[src/rtl/sudoku_pkg.sv]
// Shared constants and FSM encoding for the sudoku hex-to-binary loader.
// Optional feature macro used by the loader: SUDOKU_H2B_ERR_EN (illegal-digit flag).
package sudoku_pkg;

    localparam int N         = 9;
    localparam int CELLS     = N * N;
    localparam int DIGW      = 4;
    localparam int CNTW      = 7;
    localparam int LAST_CELL = CELLS - 1;

    typedef enum logic [1:0] {
        IDLE = 2'd0,
        LOAD = 2'd1,
        DONE = 2'd2
    } state_t;

endpackage

[src/rtl/sudoku_hex2onehot.sv]
// Single-cell decoder: encoded digit to one-hot cell value.
// Digits 1..9 set bit d-1. Zero is an empty cell. Digits above 9 also decode
// to an empty cell, and they raise the illegal flag.
module sudoku_hex2onehot
    import sudoku_pkg::*;
(
    input  logic [DIGW-1:0] digit_i,
    output logic [N-1:0]    onehot_o,
    output logic            illegal_o
);

    // Decode one digit; anything outside 1..9 leaves the cell empty.
    always_comb begin
        onehot_o  = '0;
        illegal_o = (digit_i > DIGW'(9));
        if ((digit_i >= DIGW'(1)) && (digit_i <= DIGW'(9))) begin
            onehot_o = N'(1) << (digit_i - DIGW'(1));
        end
    end

endmodule

[src/rtl/sudoku_hex2bin_loader.sv]
// Serial loader: takes one digit per handshake in cell order 0..80 and builds
// the 81-cell one-hot board consumed by the checker.
// Optional feature macro: SUDOKU_H2B_ERR_EN adds a sticky illegal-digit flag (err).
module sudoku_hex2bin_loader
    import sudoku_pkg::*;
(
    input  logic                 clk,
    input  logic                 rst_n,
    input  logic                 start,
    input  logic                 in_valid,
    output logic                 in_ready,
    input  logic [DIGW-1:0]      in_digit,
    output logic [CELLS*N-1:0]   bin,
    output logic                 busy,
    output logic                 done
`ifdef SUDOKU_H2B_ERR_EN
    ,
    output logic                 err
`endif
);

    state_t               state_q, state_d;
    logic [CNTW-1:0]      cnt_q, cnt_d;
    logic [CELLS*N-1:0]   bin_q;
    logic [N-1:0]         cellOneHot;
    logic                 accept;

`ifdef SUDOKU_H2B_ERR_EN
    logic                 cellIllegal;
    logic                 err_q;

    assign err = err_q;
`else
    logic                 unusedIllegal;
`endif

    sudoku_hex2onehot u_dec (
        .digit_i   (in_digit),
        .onehot_o  (cellOneHot),
`ifdef SUDOKU_H2B_ERR_EN
        .illegal_o (cellIllegal)
`else
        .illegal_o (unusedIllegal)
`endif
    );

    // Outputs decode straight from the state register, so no input reaches an output combinationally.
    assign in_ready = (state_q == LOAD);
    assign busy     = (state_q == LOAD);
    assign done     = (state_q == DONE);
    assign bin      = bin_q;

    // A digit is taken only while loading; start wins over any digit offered in the same cycle.
    assign accept = in_valid && (state_q == LOAD) && !start;

    // Next state and cell counter; the counter wraps to 0 when the last cell is taken.
    always_comb begin
        state_d = state_q;
        cnt_d   = cnt_q;
        if (start) begin
            state_d = LOAD;
            cnt_d   = '0;
        end else begin
            case (state_q)
                LOAD: begin
                    if (accept) begin
                        if (cnt_q == CNTW'(LAST_CELL)) begin
                            state_d = DONE;
                            cnt_d   = '0;
                        end else begin
                            cnt_d = cnt_q + CNTW'(1);
                        end
                    end
                end
                DONE:    state_d = IDLE;
                default: state_d = state_q;
            endcase
        end
    end

    // State, counter and board registers; start clears the board, an accept writes cell cnt.
    always_ff @(posedge clk) begin
        if (!rst_n) begin
            state_q <= IDLE;
            cnt_q   <= '0;
            bin_q   <= '0;
`ifdef SUDOKU_H2B_ERR_EN
            err_q   <= 1'b0;
`endif
        end else begin
            state_q <= state_d;
            cnt_q   <= cnt_d;
            if (start) begin
                bin_q <= '0;
`ifdef SUDOKU_H2B_ERR_EN
                err_q <= 1'b0;
`endif
            end else if (accept) begin
                bin_q[int'(cnt_q) * N +: N] <= cellOneHot;
`ifdef SUDOKU_H2B_ERR_EN
                if (cellIllegal) begin
                    err_q <= 1'b1;
                end
`endif
            end
        end
    end

endmodule
[config.mk]
export PLATFORM = sky130hd
export DESIGN_NAME = sudoku_hex2bin_loader
export DESIGN_NICKNAME = d
export VERILOG_FILES = /design/src/rtl/sudoku_pkg.sv /design/src/rtl/sudoku_hex2onehot.sv /design/src/rtl/sudoku_hex2bin_loader.sv
export SDC_FILE = /design/constraint.sdc
export NUM_CORES = 1
export LEC_CHECK = 0
export CORE_AREA = 2 2 292 294
export CTS_CLUSTER_SIZE = 8
export DETAILED_ROUTE_END_ITERATION = 8
export DIE_AREA = 0 0 294 296
export RECOVER_POWER = 50
export SYNTH_ARGS = -nofsm -noshare
export SYNTH_HDL_FRONTEND = slang
export SYNTH_SLANG_ARGS = --single-unit
[constraint.sdc]
create_clock -name clk -period 3.8 [get_ports clk]
set_input_delay 0.38 -clock clk [delete_from_list [all_inputs] [get_ports clk]]
set_output_delay 0.38 -clock clk [all_outputs]
set_load 0.01 [all_outputs]
==> key figures <==
Run status
  – Status: finished, final reports clean

Floorplanning
  – Core ar.: 84,200 um2
  – Initial core utilization: between 30% and 40%
  – IO Count: between 700 and 800
  – Die H: around 300 um
  – Die area: 87,000 um2
  – Num rows: around 110
  – Die width: around 290 um

Global route
  – Largest net degree at the start of global routing: roughly 140
  – First-pass GRT wire length: 154,000 um
  – Antenna violations before repair: 4
  – Grt ovf: 0
  – Vias in the first global route: between 20k and 25k
  – GR Util All Layers: a little under a quarter

Critical path
  – Buf/Inv on CP: 3
  – Critical-path top delay cell: dfxtp_1
  – Worst Path Required: approximately 4.4 ns
  – Kind of critical path: flip-flop to flip-flop
  – Crit-path cells: inv_1 -> ha_1 -> buf_4 -> xnor2_1 -> nand2b_1 -> nor4_4 -> buf_4 -> nand2_1 -> o22ai_1
  – Worst setup SP type: flip-flop
  – Max Fanout on Critical Path: 17
  – Arrival @ worst endpoint: roughly 3.8 ns
  – Slowest stage delay, CP: just over 0.7 ns
  – CP Capture Type: flip-flop
  – Most used cell, CP: buf_4
  – Critical path's top delay family: simple AND/OR/NAND/NOR gates

STA
  – Final setup viols: 0
  – RSZ-0062 raised after global routing: false
  – Max frequency: between 0.3 and 0.4 GHz
  – Rel. slew slack: a little over a third
  – Layout Skew: approximately 0.037 ns
  – Setup TNS: 0 ns
  – Slew of the pin with the lowest slew margin: 0.963 ns
  – Tcrit/Tclk final: 86.3%
  – Final Max Tran Viols: 0
  – Fin. Hold Viols: 0
  – Crit path time final: between 3 and 4 ns

Layout
  – Commonest cells after routing, fill and taps aside: 738 x dfxtp_1, 727 x dlygate4sd3_1, 705 x nand2_1
  – Filler cells: ~8.0k
  – Final instance area: 39,700 um2
  – Final net count: between 3k and 4k
  – Most common cell after layout, fill and taps aside: dfxtp_1
  – Layout cell share with drive strength beyond 1: 8.57%
  – P&R area growth vs syn: 42.5%

Yosys
  – Syn nets: between 2k and 3k
  – Post-Synthesis Cells: between 2k and 3k
  – Post-synth EDFFs: 0
  – Synth top area share: 53.1%
  – Synth cell types: 63
  – Dominant cell type by area after synthesis: dfxtp_1
  – Warnings from Yosys: 0
  – Ys async rst share: 0%
  – Sequential fraction of the synthesis area: between 50% and 60%
  – Yosys reg bits: 738
  – Top_reg_cell synth: dfxtp_1
  – Top cells by area, synth: dfxtp_1 53%, mux2i_1 22%, nand2_1 9.6%, nand3_1 2.9%, clkbuf_1 2.1%
  – Syn avg cell area: 9.77 um2
  – Synthesized area: 27,800 um2

Power
  – Leak: roughly 19 nW
  – Power per Cell Area: approximately 410 nW/um2
  – Max rail drop VDD: 0.313 mV

Job
  – Max_cap viols: 0

Placement
  – Placed Area: roughly 37,000 um2
  – Final GP Congestion: ~0.86
  – IO Port Bufs: 739
  – Detailed placer's ending HPWL: ~78,000 um

Clock tree
  – TritonCTS clock tree: yes
  – H-tree levels: 3
  – CTS Hold Bufs: 0
  – Cts bufs inserted: just over 100
  – Setup Buffers After CTS: 0
  – CTS Sinks: approximately 740
  – Cts repair resizes: 0
  – Clock Tree Buf Depth: 3
  – Worst-path clk slew: 0.06 ns
  – Root buffer cell: clkbuf_16
  – Clk_lat worst skew: 0.67 ns

Worst hold path
  – HP Class: input pin to flip-flop

Detailed routing
  – Initial DRC count: about 1.3k
  – Via count: 23.0k
  – Post-route antenna net violation count: 0
  – Post-Route WL: 109,000 um
  – TritonRoute pass-1 iters: 5
  – Remaining DRCs: 0
  – Routed vias/inst: about 4.9
  – Routed WL per cell: between 20 and 25 um
Yosys cell counts (8+ instances only):
cell type / instances
buf_1: 8
buf_2: 77
clkbuf_1: 158
dfxtp_1: 738
ha_1: 8
mux2i_1: 624
nand2_1: 714
nand2b_1: 11
nand3_1: 161
nand4_1: 22
nor2_1: 39
nor3_1: 28
nor4_1: 12
o211ai_1: 8
o21ai_0: 88
o22ai_1: 28
o31ai_1: 8
or3_1: 9
flip-flops by register name, indices dropped and copies added (netlist names):
signal,flops
state_q,2
bin,729
cnt_q,7
stage by stage:
stage / hold slack (ns) / instances / utilization (%) / power (W) / setup slack [ns]
2_1_floorplan: 0.479 / 2848 / - / 0.00809 / 1.05
3_3_place_gp: 0.441 / 4564 / 43.7 / 0.00820 / 0.603
3_5_place_dp: 0.445 / 4564 / 43.7 / 0.00820 / 0.520
4_1_cts: 0.373 / 4682 / 47.1 / 0.0166 / 0.590
5_1_grt: 0.408 / 4683 / 47.1 / 0.0169 / 0.217
6_report: 0.425 / 4684 / 47.1 / 0.0164 / 0.522
worst paths after layout:
path / startpoint / endpoint / slack [ns] / depth (start not counted)
max reg2reg: cnt_q[0] / bin[99] / 0.52 / 9
min reg2reg: bin[466] / bin[466] / 0.45 / 2
min: rst_n / state_q[0] / 0.43 / 2
max: cnt_q[0] / bin[99] / 0.52 / 9
final cells by class:
| class | instances | area, um2 | share of cell area, % |
|---|---|---|---|
| Antenna cell | 2 | 5.00 | 0.0126 |
| Timing Repair Buffer | 876 | 8510 | 21.5 |
| Sequential cell | 738 | 14800 | 37.2 |
| Tap cell | 1090 | 1360 | 3.44 |
| Inverter | 7 | 26.3 | 0.0662 |
| Multi-Input combinational cell | 1853 | 12200 | 30.7 |
| Clock buffer | 111 | 2660 | 6.71 |
| Clock inverter | 7 | 164 | 0.413 |
power breakdown:
part	switching, W	internal [W]	total, W
Combinational	0.000230	0.0000574	0.000287
Clock	0.00339	0.00495	0.00834
Sequential	0.00000221	0.00775	0.00776
worst register-to-register path, stage by stage, from the launching register on:
cell and delay, ns:
dfxtp_1 0.71, inv_1 0.13, ha_1 0.25, buf_4 0.19
xnor2_1 0.36, nand2b_1 0.41, nor4_4 0.39, buf_4 0.25
nand2_1 0.23, o22ai_1 0.27
kinds of logic (layout without fill, tap and decap cells):
| group | after synthesis | in the layout | share of synthesized area [%] |
|---|---|---|---|
| mux | 625 | 625 | 22.5 |
| buf+inv | 257 | 1001 | 3.97 |
| xor+xnor | 10 | 10 | 0.315 |
| other cells | 0 | 2 | 0 |
| fa+ha+maj | 8 | 8 | 0.360 |
| simple gates | 1046 | 1046 | 16.3 |
| compound gates | 164 | 164 | 3.53 |
| flops | 738 | 738 | 53.1 |
routing by layer:
layer	share of wire, %	wire [um]	up-vias	GRT usage (%)
met3	5.7	6230	176	5.55
met5	0.020	22	-	0
met1	43	46500	11060	29.9
met4	3.5	3760	4	9.38
li1	-	-	11100	-
met2	48	52200	659	40.0
Power figures use the tool's default switching activity.
